File: src/rtl/uart_io_bridge.sv
// Buffered UART front end: TX and RX FIFOs between the core I/O bus and buart,
// running the buart wr/rd/valid/busy handshakes and exposing one status/data word.
module uart_io_bridge #(
  parameter int DEPTH   = 16,
  parameter int CLKFREQ = 100000000
) (
  input  logic        clock,
  input  logic        active_low_reset,
  input  logic        io_write_enable,
  input  logic [15:0] io_address,
  input  logic [7:0]  io_wdata,
  output logic [15:0] io_rdata,
  output logic [7:0]  uart_tx_data,
  output logic        uart_wr,
  input  logic        uart_busy,
  input  logic [7:0]  uart_rx_data,
  input  logic        uart_valid,
  output logic        uart_rd
);
  localparam int AW = $clog2(DEPTH);
  localparam int CW = AW + 1;
  localparam int TX = 0;
  localparam int RX = 1;
  localparam logic [15:0] ADDR_TX_PUSH = 16'h00F0;
  localparam logic [15:0] ADDR_RX_POP  = 16'h00F1;
  localparam logic [15:0] ADDR_CLEAR   = 16'h00F2;

  generate
    if (DEPTH < 2 || (DEPTH & (DEPTH - 1)) != 0 || CLKFREQ <= 0) begin : g_bad_params
      $error("uart_io_bridge: DEPTH must be a power of two >= 2 and CLKFREQ positive");
    end
  endgenerate

  typedef enum logic [1:0] {TX_IDLE, TX_SEND, TX_WAIT_BUSY, TX_WAIT_DONE} tx_state_t;
  typedef enum logic [1:0] {RX_IDLE, RX_ACK, RX_HOLD} rx_state_t;

  tx_state_t       tx_state_reg;
  rx_state_t       rx_state_reg;
  logic            tx_drop_reg;
  logic            rx_overrun_reg;

  logic [1:0]      fifo_push;
  logic [1:0]      fifo_pop;
  logic [1:0]      fifo_empty;
  logic [1:0]      fifo_full;
  logic [1:0][7:0] fifo_wdata;
  logic [1:0][7:0] fifo_head;

  logic            bus_tx_push;
  logic            bus_rx_pop;
  logic            bus_clear;
  logic            tx_start;
  logic            rx_capture;

  // Index 0 is the TX FIFO, index 1 the RX FIFO; both share one circular-buffer shape.
  genvar gi;
  generate
    for (gi = 0; gi < 2; gi++) begin : g_fifo
      logic [7:0]    mem [DEPTH];
      logic [AW-1:0] wr_ptr_reg;
      logic [AW-1:0] rd_ptr_reg;
      logic [CW-1:0] count_reg;

      always_ff @(posedge clock) begin
        if (fifo_push[gi]) mem[wr_ptr_reg] <= fifo_wdata[gi];
      end

      always_ff @(posedge clock or negedge active_low_reset) begin
        if (!active_low_reset) begin
          wr_ptr_reg <= '0;
          rd_ptr_reg <= '0;
          count_reg  <= '0;
        end else begin
          if (fifo_push[gi]) wr_ptr_reg <= wr_ptr_reg + AW'(1);
          if (fifo_pop[gi])  rd_ptr_reg <= rd_ptr_reg + AW'(1);
          if (fifo_push[gi] && !fifo_pop[gi])
            count_reg <= count_reg + CW'(1);
          else if (fifo_pop[gi] && !fifo_push[gi])
            count_reg <= count_reg - CW'(1);
        end
      end

      assign fifo_head[gi]  = mem[rd_ptr_reg];
      assign fifo_empty[gi] = (count_reg == '0);
      assign fifo_full[gi]  = (count_reg == CW'(DEPTH));
    end
  endgenerate

  assign bus_tx_push = io_write_enable && (io_address == ADDR_TX_PUSH);
  assign bus_rx_pop  = io_write_enable && (io_address == ADDR_RX_POP);
  assign bus_clear   = io_write_enable && (io_address == ADDR_CLEAR);

  assign tx_start   = (tx_state_reg == TX_IDLE) && !fifo_empty[TX] && !uart_busy;
  assign rx_capture = (rx_state_reg == RX_IDLE) && uart_valid;

  // A full FIFO still accepts a push when a pop frees the slot on the same edge.
  assign fifo_wdata[TX] = io_wdata;
  assign fifo_pop[TX]   = tx_start;
  assign fifo_push[TX]  = bus_tx_push && (!fifo_full[TX] || tx_start);
  assign fifo_wdata[RX] = uart_rx_data;
  assign fifo_pop[RX]   = bus_rx_pop && !fifo_empty[RX];
  assign fifo_push[RX]  = rx_capture && (!fifo_full[RX] || fifo_pop[RX]);

  // Sticky flags: a set on the same edge as a clear wins.
  always_ff @(posedge clock or negedge active_low_reset) begin
    if (!active_low_reset) begin
      tx_drop_reg    <= 1'b0;
      rx_overrun_reg <= 1'b0;
    end else begin
      if (bus_tx_push && fifo_full[TX] && !tx_start)
        tx_drop_reg <= 1'b1;
      else if (bus_clear && io_wdata[1])
        tx_drop_reg <= 1'b0;
      if (rx_capture && fifo_full[RX] && !fifo_pop[RX])
        rx_overrun_reg <= 1'b1;
      else if (bus_clear && io_wdata[0])
        rx_overrun_reg <= 1'b0;
    end
  end

  always_ff @(posedge clock or negedge active_low_reset) begin
    if (!active_low_reset) begin
      tx_state_reg <= TX_IDLE;
      uart_wr      <= 1'b0;
      uart_tx_data <= 8'h00;
    end else begin
      case (tx_state_reg)
        TX_IDLE: begin
          if (tx_start) begin
            uart_tx_data <= fifo_head[TX];
            uart_wr      <= 1'b1;
            tx_state_reg <= TX_SEND;
          end
        end
        TX_SEND: begin
          uart_wr      <= 1'b0;
          tx_state_reg <= TX_WAIT_BUSY;
        end
        TX_WAIT_BUSY: if (uart_busy)  tx_state_reg <= TX_WAIT_DONE;
        TX_WAIT_DONE: if (!uart_busy) tx_state_reg <= TX_IDLE;
        default: begin
          uart_wr      <= 1'b0;
          tx_state_reg <= TX_IDLE;
        end
      endcase
    end
  end

  // RX_HOLD waits for valid to drop so a held byte is never captured twice.
  always_ff @(posedge clock or negedge active_low_reset) begin
    if (!active_low_reset) begin
      rx_state_reg <= RX_IDLE;
      uart_rd      <= 1'b0;
    end else begin
      case (rx_state_reg)
        RX_IDLE: begin
          if (rx_capture) begin
            uart_rd      <= 1'b1;
            rx_state_reg <= RX_ACK;
          end
        end
        RX_ACK: begin
          uart_rd      <= 1'b0;
          rx_state_reg <= RX_HOLD;
        end
        RX_HOLD: if (!uart_valid) rx_state_reg <= RX_IDLE;
        default: begin
          uart_rd      <= 1'b0;
          rx_state_reg <= RX_IDLE;
        end
      endcase
    end
  end

  assign io_rdata = {(fifo_empty[RX] ? 8'h00 : fifo_head[RX]),
                     3'b000,
                     tx_drop_reg,
                     fifo_empty[TX],
                     rx_overrun_reg,
                     fifo_full[TX],
                     !fifo_empty[RX]};

endmodule

File: config.mk
export PLATFORM = sky130hd
export DESIGN_NAME = uart_io_bridge
export DESIGN_NICKNAME = d
export VERILOG_FILES = /design/src/rtl/uart_io_bridge.sv
export SDC_FILE = /design/constraint.sdc
export NUM_CORES = 1
export LEC_CHECK = 0
export ABC_AREA = 1
export CORE_MARGIN = 2
export CORE_UTILIZATION = 60
export CTS_BUF_LIST = sky130_fd_sc_hd__clkbuf_8 sky130_fd_sc_hd__clkbuf_16
export DETAILED_ROUTE_END_ITERATION = 16
export PLACE_DENSITY = 0.79
export SYNTH_ARGS = -nofsm -noshare
export SYNTH_HDL_FRONTEND = slang
export SYNTH_SLANG_ARGS = --single-unit
File: constraint.sdc
create_clock -name clock -period 3.25 [get_ports clock]
set_clock_uncertainty 0.05 [all_clocks]
set_input_delay 0.65 -clock clock [delete_from_list [all_inputs] [get_ports clock]]
set_output_delay 0.65 -clock clock [all_outputs]
set_load 0.03 [all_outputs]
Word level (Yosys, flattened, before mapping)
Memories as Yosys holds them, arrays and structs flattened. A register that Yosys moved wholly into a read port is not among the register bits.
Cells that the tools add are included.
- memory bits (writable): 256
- output and inout port bits: 26
- memories kept: 2
- flip-flop bits (word level): 34
- memory list (memory ; depth ; width ; read ports ; clocked after memory_dff ; wr ports ; RTL line ; source):
    g_fifo[0].mem ; 16 ; 8 ; 1 ; 1 ; 1 ; 59 ; logic [7:0] mem [DEPTH];
    g_fifo[1].mem ; 16 ; 8 ; 1 ; 0 ; 1 ; 59 ;
- $add $sub $neg: 8
- reduce and logical (&&, ||, !) cells: 45
- eq/ne operators: 15
- muxes and demuxes: 24
- bitwise operators: 1
- operator list (kind ; count):
    $eq 16x8->1 const B ; 3
    $mux 5 ; 4
    $logic_and 1x1->1 ; 19
    $add 4x1->4 const B ; 4
    $add 5x1->5 const B ; 2
    $eq 5x5->1 const B ; 2
    $logic_not 1->1 ; 10
    $logic_not 5->1 ; 2
    $mux 1 ; 10
    $mux 2 ; 5
    $ne 2x2->1 const B ; 5
    $reduce_bool 2->1 ; 5
    $sub 5x1->5 const B ; 2
    $mux 8 ; 1
    $pmux 2 s4 ; 1
    $reduce_and 2->1 ; 4
    $eq 2x2->1 const B ; 3
    $pmux 2 s3 ; 1
    $eq 2x1->1 const B ; 2
    $logic_not 2->1 ; 2
    $pmux 1 s2 ; 2
    $reduce_and 3->1 ; 1
    $logic_or 1x1->1 ; 2
    $not 1->1 ; 1

Longest topological paths before layout
Gate-level depths: netlist of run 1.
- depth after elaboration: 10
- gate-level depth with buffers: 17
- depth with buffers taken out: 17

Worst setup path before layout of run 1
No wires, ideal clock.
- path type: in2reg
- from: in io_address[15]
- to: reg g_fifo[1].count_reg[4]
- required time: 3.079 ns
- stages: 17
- buffers on the path: 1
- path slack: 0.395 ns
- data arrival time: 2.684 ns
- path through: nor2_1 -> nand2_1 -> nor2_2 -> nand2_1 -> o21bai_4 -> nand2_4 -> buf_6 -> inv_1 -> ha_1 -> inv_1 -> ha_1 -> a21oi_1 -> o21ai_0 -> a21oi_1 -> o21ai_0 -> nand2_1 -> nand2_1
- longest elaborated chain between the ends: 8
- elaborated cells on any way between the ends: 11
- classes of those cells: 1 x eq/ne; 1 x mux; 9 x reduce/logical
- ends and longest elaborated chain (what ; RTL line ; source):
    from (decl) ; 10 ; input logic [15:0] io_address,
    $eq 16x8->1 * ; 90 ; assign bus_rx_pop = io_write_enable && (io_address == ADDR_RX_POP);
    $logic_and 1x1->1 * ; 90 ;
    $logic_and 1x1->1 * ; 101 ; assign fifo_pop[RX] = bus_rx_pop && !fifo_empty[RX];
    $logic_or 1x1->1 * ; 102 ; assign fifo_push[RX] = rx_capture && (!fifo_full[RX] || fifo_pop[RX]);
    $logic_and 1x1->1 * ; 102 ;
    net fifo_push[1] ; 42 ; logic [1:0] fifo_push;
    $logic_not 1->1 ; 78 ; else if (fifo_pop[gi] && !fifo_push[gi])
    $logic_and 1x1->1 ; 78 ;
    $reduce_bool 2->1 (no source line) ; -- ;
    to (signal assigned) ; 77 ; count_reg <= count_reg + CW'(1);
    to (signal assigned) ; 79 ; count_reg <= count_reg - CW'(1);
    to (decl) ; 62 ; logic [CW-1:0] count_reg;
The timed path passes the listed nets; every way through them passes the cells marked *.
A chain may end at the register's enable or synchronous reset.

Worst setup path in the final report of run 1
- from: reg g_fifo[1].rd_ptr_reg[0]
- to: out io_rdata[14]
- longest elaborated chain between the ends: 2
- ends and longest elaborated chain (what ; RTL line ; source):
    from (decl) ; 61 ; logic [AW-1:0] rd_ptr_reg;
    from (signal assigned) ; 75 ; if (fifo_pop[gi]) rd_ptr_reg <= rd_ptr_reg + AW'(1);
    $mem_v2 16x8 ; -- ;
    $mux 8 ; 175 ; assign io_rdata = {(fifo_empty[RX] ? 8'h00 : fifo_head[RX]),
    to (decl) ; 12 ; output logic [15:0] io_rdata,
No other way between the ends.

==> flow_summary.toml, run 1 <==
[sta]
fin_crit_ps = 3153
setup_violations = 0
max-slew-margin-rel_pct = 25.66
finalHoldViolCount = 0
worst_slack_ps = 97.05
worstMarginPinSlew_ps = 1114
slew_viol_final = 0
fmax_mhz = 317.2
post-route-period-util_pct = 97.01
grt_setup_unrepaired = "no"

[detailed_routing]
vias_per_cell = 5.591
routed_wirelength_mm = 29.81
drc = 0
postRouteAntennaNets = 0
first_pass_iters = 5
wl_per_cell_um = 17.76
vias = 9381
drt_iter0_markers = 922

[grt]
overflow = 0
grt_max_degree = 68
grt_pass1_vias = 9246
busiest_layer = "met2"
use_met3_pct = 3.840
grt_pass1_wl_mm = 47.84
met1_usage_pct = 32.77
track_usage_pct = 25.90
grtUsageMet2_pct = 45.53
antenna_found_initial = 0

[synthesis]
yosysMostFrequentCell = "nand2_1"
async_reset_ff_share_pct = 14.09
ys.warnings.count = 0
syn_area_um2 = 13280
synth_top_area_share_pct = 57.87
yosys-top-cells-area = "edfxtp_1 (58%), nand2_1 (12%), dfrtp_1 (7.9%), nand3_1 (7.9%), inv_1 (4.0%)"
avgSynthCellArea_um2 = 10.27
synth_edf_count = 256
syn_inst = 1293
ys_ff_latch = 298
yosys.area.top_type = "edfxtp_1"
synth-seq-area-share_pct = 65.78
synth_commonest_cells = "nand2_1 (428), edfxtp_1 (256), nand3_1 (210)"
synth_top_flop_cell = "edfxtp_1"
synth_cell_types = 30

[cts]
cts.sinks = 298
root_buffer = "clkbuf_16"
cts_made_buffers = 30
clk_latency_ps = 550
cts_tree = "built"
cts.clk_slew.worst_paths_ps = 60
cts_buffer_depth = 3
cts.hold.buffers_added = 0
cts_htree_levels = 1

[worst_setup_path]
crit_top_cell = "nand2_1"
crit_slowest_cell = "dfrtp_2"
critPathMaxStageDelay_ps = 410
ff2ff_path_depth = 15
critPathLaunchType = "flop"
worstPathRequired_ps = 2550
crit_type = "reg2out"
worstPathCellList = "inv_2 -> buf_4 -> nand2_1 -> nand3_1 -> nand3_1 -> nand2_1 -> nand2_1 -> a21oi_1 -> buf_4"
cp-end-kind = "primary output"
crit_fanout = 17
cp.arrival_ps = 2450

[job]
maxCapViolCount = 0

[place]
io_buffers = 59
postPlaceCellArea_um2 = 14250
gp_congestion = 0.8326
dp_slack_ps = -53.14
dp_hpwl_mm = 18.60

[final_layout]
design_area_um2 = 15230
num-nets-final = 1437
syn_to_final_growth_pct = 14.64
drive_above_1_share_pct = 8.727
insertedDiodeCount = 0
largest_reg_flops = 256
finish.utilization_pct = 70.00
fillers = 1558

[floorplan]
die_y_um = 152.8
dieWidth_um = 152.8
num_rows = 54
io_pins = 63
start_util_pct = 61.06
coreArea_um2 = 21760
die_area_um2 = 23350

[run_status]
status = "finished, final reports clean"

[power_and_ir_drop]
p_leak_nw = 6.343
ir_worst_vdd_uv = 546.7
finalPower_mw = 10.82
power_density_nw_per_um2 = 710.8

[hold_path]
hp-class = "in2async"
## where the power goes
group          switching, mW  internal (mW)
registers              0.210           4.44
clock network           1.39           1.89
logic                   1.94          0.952
## metrics by stage
step / hold slack, ps / setup TNS, ps / instances
finish: 254.2 / 0 / 1678
CTS: 265.5 / 0 / 1675
global route: 298.0 / 0 / 1678
floorplan: 304.4 / 0 / 1295
detailed placement: 431.3 / -53.14 / 1619
global placement: 424.4 / 0 / 1619
## logic make-up after synthesis
family,after synthesis,share of synthesized area [%]
other,1,0.02823
AND/OR/NAND/NOR,712,22.70
buffers and inverters,205,6.395
XOR/XNOR,15,0.9890
adder cells (fa/ha/maj),26,2.562
flip-flops,298,65.78
AO/OA/AOI/OAI,35,1.469
multiplexers,1,0.07535
## layout by cell type, fill, tap and decap left out, types with 5 or more instances in the layout
| cell type | n |
|---|---|
| nand4_1 | 9 |
| clkbuf_16 | 31 |
| clkinv_2 | 5 |
| a21oi_1 | 16 |
| nand2_1 | 428 |
| clkinv_1 | 8 |
| dfrtp_1 | 40 |
| buf_4 | 52 |
| xor2_1 | 12 |
| inv_1 | 148 |
| o21ai_0 | 15 |
| edfxtp_1 | 256 |
| ha_1 | 24 |
| nor2_2 | 14 |
| clkdlybuf4s50_1 | 50 |
| nand3_1 | 210 |
| nor2_1 | 48 |
## worst max-delay path, delay by kind of cell (launching register included)
kind	cells	cell delay, ps
buffers and inverters	3	790
and+or+nand+nor	5	470
DFF	1	410
AOI/OAI and AO/OA	1	250
## area by class of cell
type | count | area, um^2 | share of cell area (%)
flip-flops and latches | 298 | 8741 | 57.40
multi-input cells | 792 | 3704 | 24.32
repair buffers | 105 | 927.1 | 6.088
clock buffers | 35 | 830.8 | 5.456
inverters | 147 | 555.5 | 3.648
well taps | 280 | 350.3 | 2.301
clock inverters | 21 | 120.1 | 0.7888
## per-layer routing
| layer | wire, um | vias to the layer above | part of all wire [%] |
|---|---|---|---|
| li1 | - | 4413 | - |
| met1 | 11220 | 4420 | 38 |
| met2 | 15000 | 464 | 50 |
| met3 | 2433 | 84 | 8.2 |
| met4 | 1149 | 0 | 3.9 |
| met5 | 0 | - | 0 |
## final timing paths
path / from / endpoint / slack (ps)
hold / removal: active_low_reset / g_fifo[1].wr_ptr_reg[1]$_DFFE_PN0P_ / 250
setup reg to reg: g_fifo[1].count_reg[1]$_DFFE_PN0P_ / g_fifo[1].count_reg[4]$_DFFE_PN0P_ / 460
max in group asynchronous: active_low_reset / g_fifo[0].rd_ptr_reg[0]$_DFFE_PN0N_ / 2140
setup / recovery: g_fifo[1].rd_ptr_reg[0]$_DFFE_PN0N_ / io_rdata[14] / 100
min in group clock: rx_state_reg[1]$_DFFE_PN0P_ / rx_state_reg[1]$_DFFE_PN0P_ / 440
hold reg to reg: rx_state_reg[1]$_DFFE_PN0P_ / rx_state_reg[1]$_DFFE_PN0P_ / 440
## repair_timing
item,in CTS,in global routing
hold endpoints to repair,0,0
setup endpoints to repair,0,7
setup buffers,0,3
gates resized for setup,0,2
No activity file was read; power rests on OpenSTA's default activity.
==> run 2, diff against run 1 <==
--- a/config.mk
+++ b/config.mk
@@ -6,7 +6,6 @@
 export NUM_CORES = 1
 export LEC_CHECK = 0
 export ABC_AREA = 1
-export CORE_MARGIN = 2
 export CORE_UTILIZATION = 60
 export CTS_BUF_LIST = sky130_fd_sc_hd__clkbuf_8 sky130_fd_sc_hd__clkbuf_16
 export DETAILED_ROUTE_END_ITERATION = 16
==> run 2 against run 1 <==
- routed wire length is 0.45% lower
- total power is 0.63% lower
- count of clock-buffer cells in the layout is 2 lower
- via count is 2.3% lower
- worst setup slack better by 28 ps
- largest cell class unchanged
- largest power group unchanged
==> flow_summary.toml, run 2 (synthesis results as in run 1) <==
[sta]
fin_crit_ps = 3125
tns_ps = 0
setup_violations = 0
max-slew-margin-rel_pct = 40.74
fmax_mhz = 320.0
grt_setup_unrepaired = "no"
slew_viol_final = 0
post-route-period-util_pct = 96.16
worstMarginPinSlew_ps = 886.1
finalHoldViolCount = 0

[worst_setup_path]
critPathLaunchType = "flop"
crit_fanout = 39
cp-end-kind = "primary output"
rrSetupSlack_ps = 480
crit_type = "reg2out"
worstPathRequired_ps = 2550
cp.arrival_ps = 2430
r2r_start = "tx_state_reg[0]$_DFFE_PN0P_"
rr_endpoint = "g_fifo[0].count_reg[4]$_DFFE_PN0P_"
ff2ff_path_depth = 17

[detailed_routing]
drt_iter0_markers = 603
drc = 0
vias = 9166
routed_wirelength_mm = 29.68
wl_per_cell_um = 17.70
postRouteAntennaNets = 0
vias_per_cell = 5.466
first_pass_iters = 5

[cts]
cts.sinks = 298
cts_buffer_depth = 3
cts_setup_buffers = 0
cts.clk_slew.worst_paths_ps = 60
root_buffer = "clkbuf_16"
cts_made_buffers = 29
cts_tree = "built"
clk_latency_ps = 540
cts_htree_levels = 1

[final_layout]
fillers = 1540
syn_to_final_growth_pct = 14.60
final_common_cell = "nand2_1"
final_cell_mix = "nand2_1 (428), edfxtp_1 (256), nand3_1 (210), inv_1 (152)"
insertedDiodeCount = 0
multi_input_area_um2 = 3707
largest_reg_flops = 256
finish.utilization_pct = 69.97
num-nets-final = 1437
regArea_um2 = 8743
drive_above_1_share_pct = 8.661

[run_status]
status = "finished, final reports clean"

[grt]
overflow = 0
grt_max_degree = 67
antenna_found_initial = 0
track_usage_pct = 26.75
grt_pass1_vias = 9115
grt_pass1_wl_mm = 46.15

[job]
maxCapViolCount = 0

[power_and_ir_drop]
p_leak_nw = 6.350
power_density_nw_per_um2 = 706.6
ir_worst_vdd_uv = 503.7

[place]
gp_congestion = 0.8204
io_buffers = 59
dp_hpwl_mm = 19.27

[floorplan]
die_y_um = 150.8
die_area_um2 = 22740
num_rows = 54
coreArea_um2 = 21760
io_pins = 63
start_util_pct = 61.06
dieWidth_um = 150.8

[hold_path]
hold_end = "tx_drop_reg$_DFFE_PN0P_"
hp-class = "reg2reg"
worstHoldPathCells = 2
min_from = "tx_drop_reg$_DFFE_PN0P_"
-- run 2: how the worst max path moves through the flow --
stage / start / endpoint / slack (ps) / cells past startpoint
2_1_floorplan: io_address[15] / g_fifo[1].count_reg[4]$_DFFE_PN0P_ / 400 / 17
3_3_place_gp: io_address[5] / g_fifo[1].count_reg[4]$_DFFE_PN0P_ / 60 / 16
3_5_place_dp: io_address[4] / g_fifo[0].count_reg[4]$_DFFE_PN0P_ / -60 / 16
4_1_cts: g_fifo[1].rd_ptr_reg[0]$_DFFE_PN0N_ / io_rdata[14] / 30 / 9
5_1_grt: g_fifo[1].rd_ptr_reg[0]$_DFFE_PN0N_ / io_rdata[14] / 30 / 9
6_report: g_fifo[1].rd_ptr_reg[0]$_DFFE_PN0N_ / io_rdata[14] / 120 / 9
-- run 2: layout make-up --
| cell class | instances | share of cell area, % |
|---|---|---|
| clock buffers | 33 | 5.129 |
| clock inverters | 21 | 0.8383 |
| inverters | 147 | 3.625 |
| multi-input cells | 792 | 24.35 |
| flip-flops and latches | 298 | 57.43 |
| well taps | 280 | 2.301 |
| repair buffers | 106 | 6.320 |
-- run 2: critical path, stage by stage, from the launching register on --
cell     delay (ps)
dfrtp_4         590
inv_2           130
buf_12          210
nand2_1          80
nand3_1         100
nand3_1         120
nand2_1          90
nand2_1          60
a21oi_1         270
buf_4           220
-- run 2: stage by stage --
step,instances,instance area [um^2],setup WS (ps),total power [mW],hold slack [ps]
after global placement,1622,14280,56.12,7.516,421.6
final,1677,15220,124.9,10.76,441.5
after global routing,1677,15220,25.77,11.27,457.0
after CTS,1677,15200,30.30,10.78,441.9
after floorplan,1295,13290,395.0,6.681,304.4
after detailed placement,1622,14280,-58.44,7.633,425.1
-- run 2: repair_timing --
item                       CTS  global route
hold endpoints to repair    12             0
setup endpoints to repair    0             8
hold buffers                 1             0
resized for setup            0             6
-- run 2: per-layer routing --
metal / track usage, % / wire (um) / vias to the layer above
li1: - / - / 4424
met1: 32.15 / 11440 / 4358
met3: 3.916 / 1722 / 76
met2: 47.94 / 15480 / 308
met5: 0 / 0 / -
met4: 11.45 / 1032 / 0
-- run 2: power breakdown --
part / internal (mW) / switching (mW) / leakage [nW]
Sequential: 4.44 / 0.203 / 2.82
Combinational: 0.975 / 1.97 / 3.04
Clock: 1.79 / 1.38 / 0.489
Total: 7.21 / 3.55 / 6.35
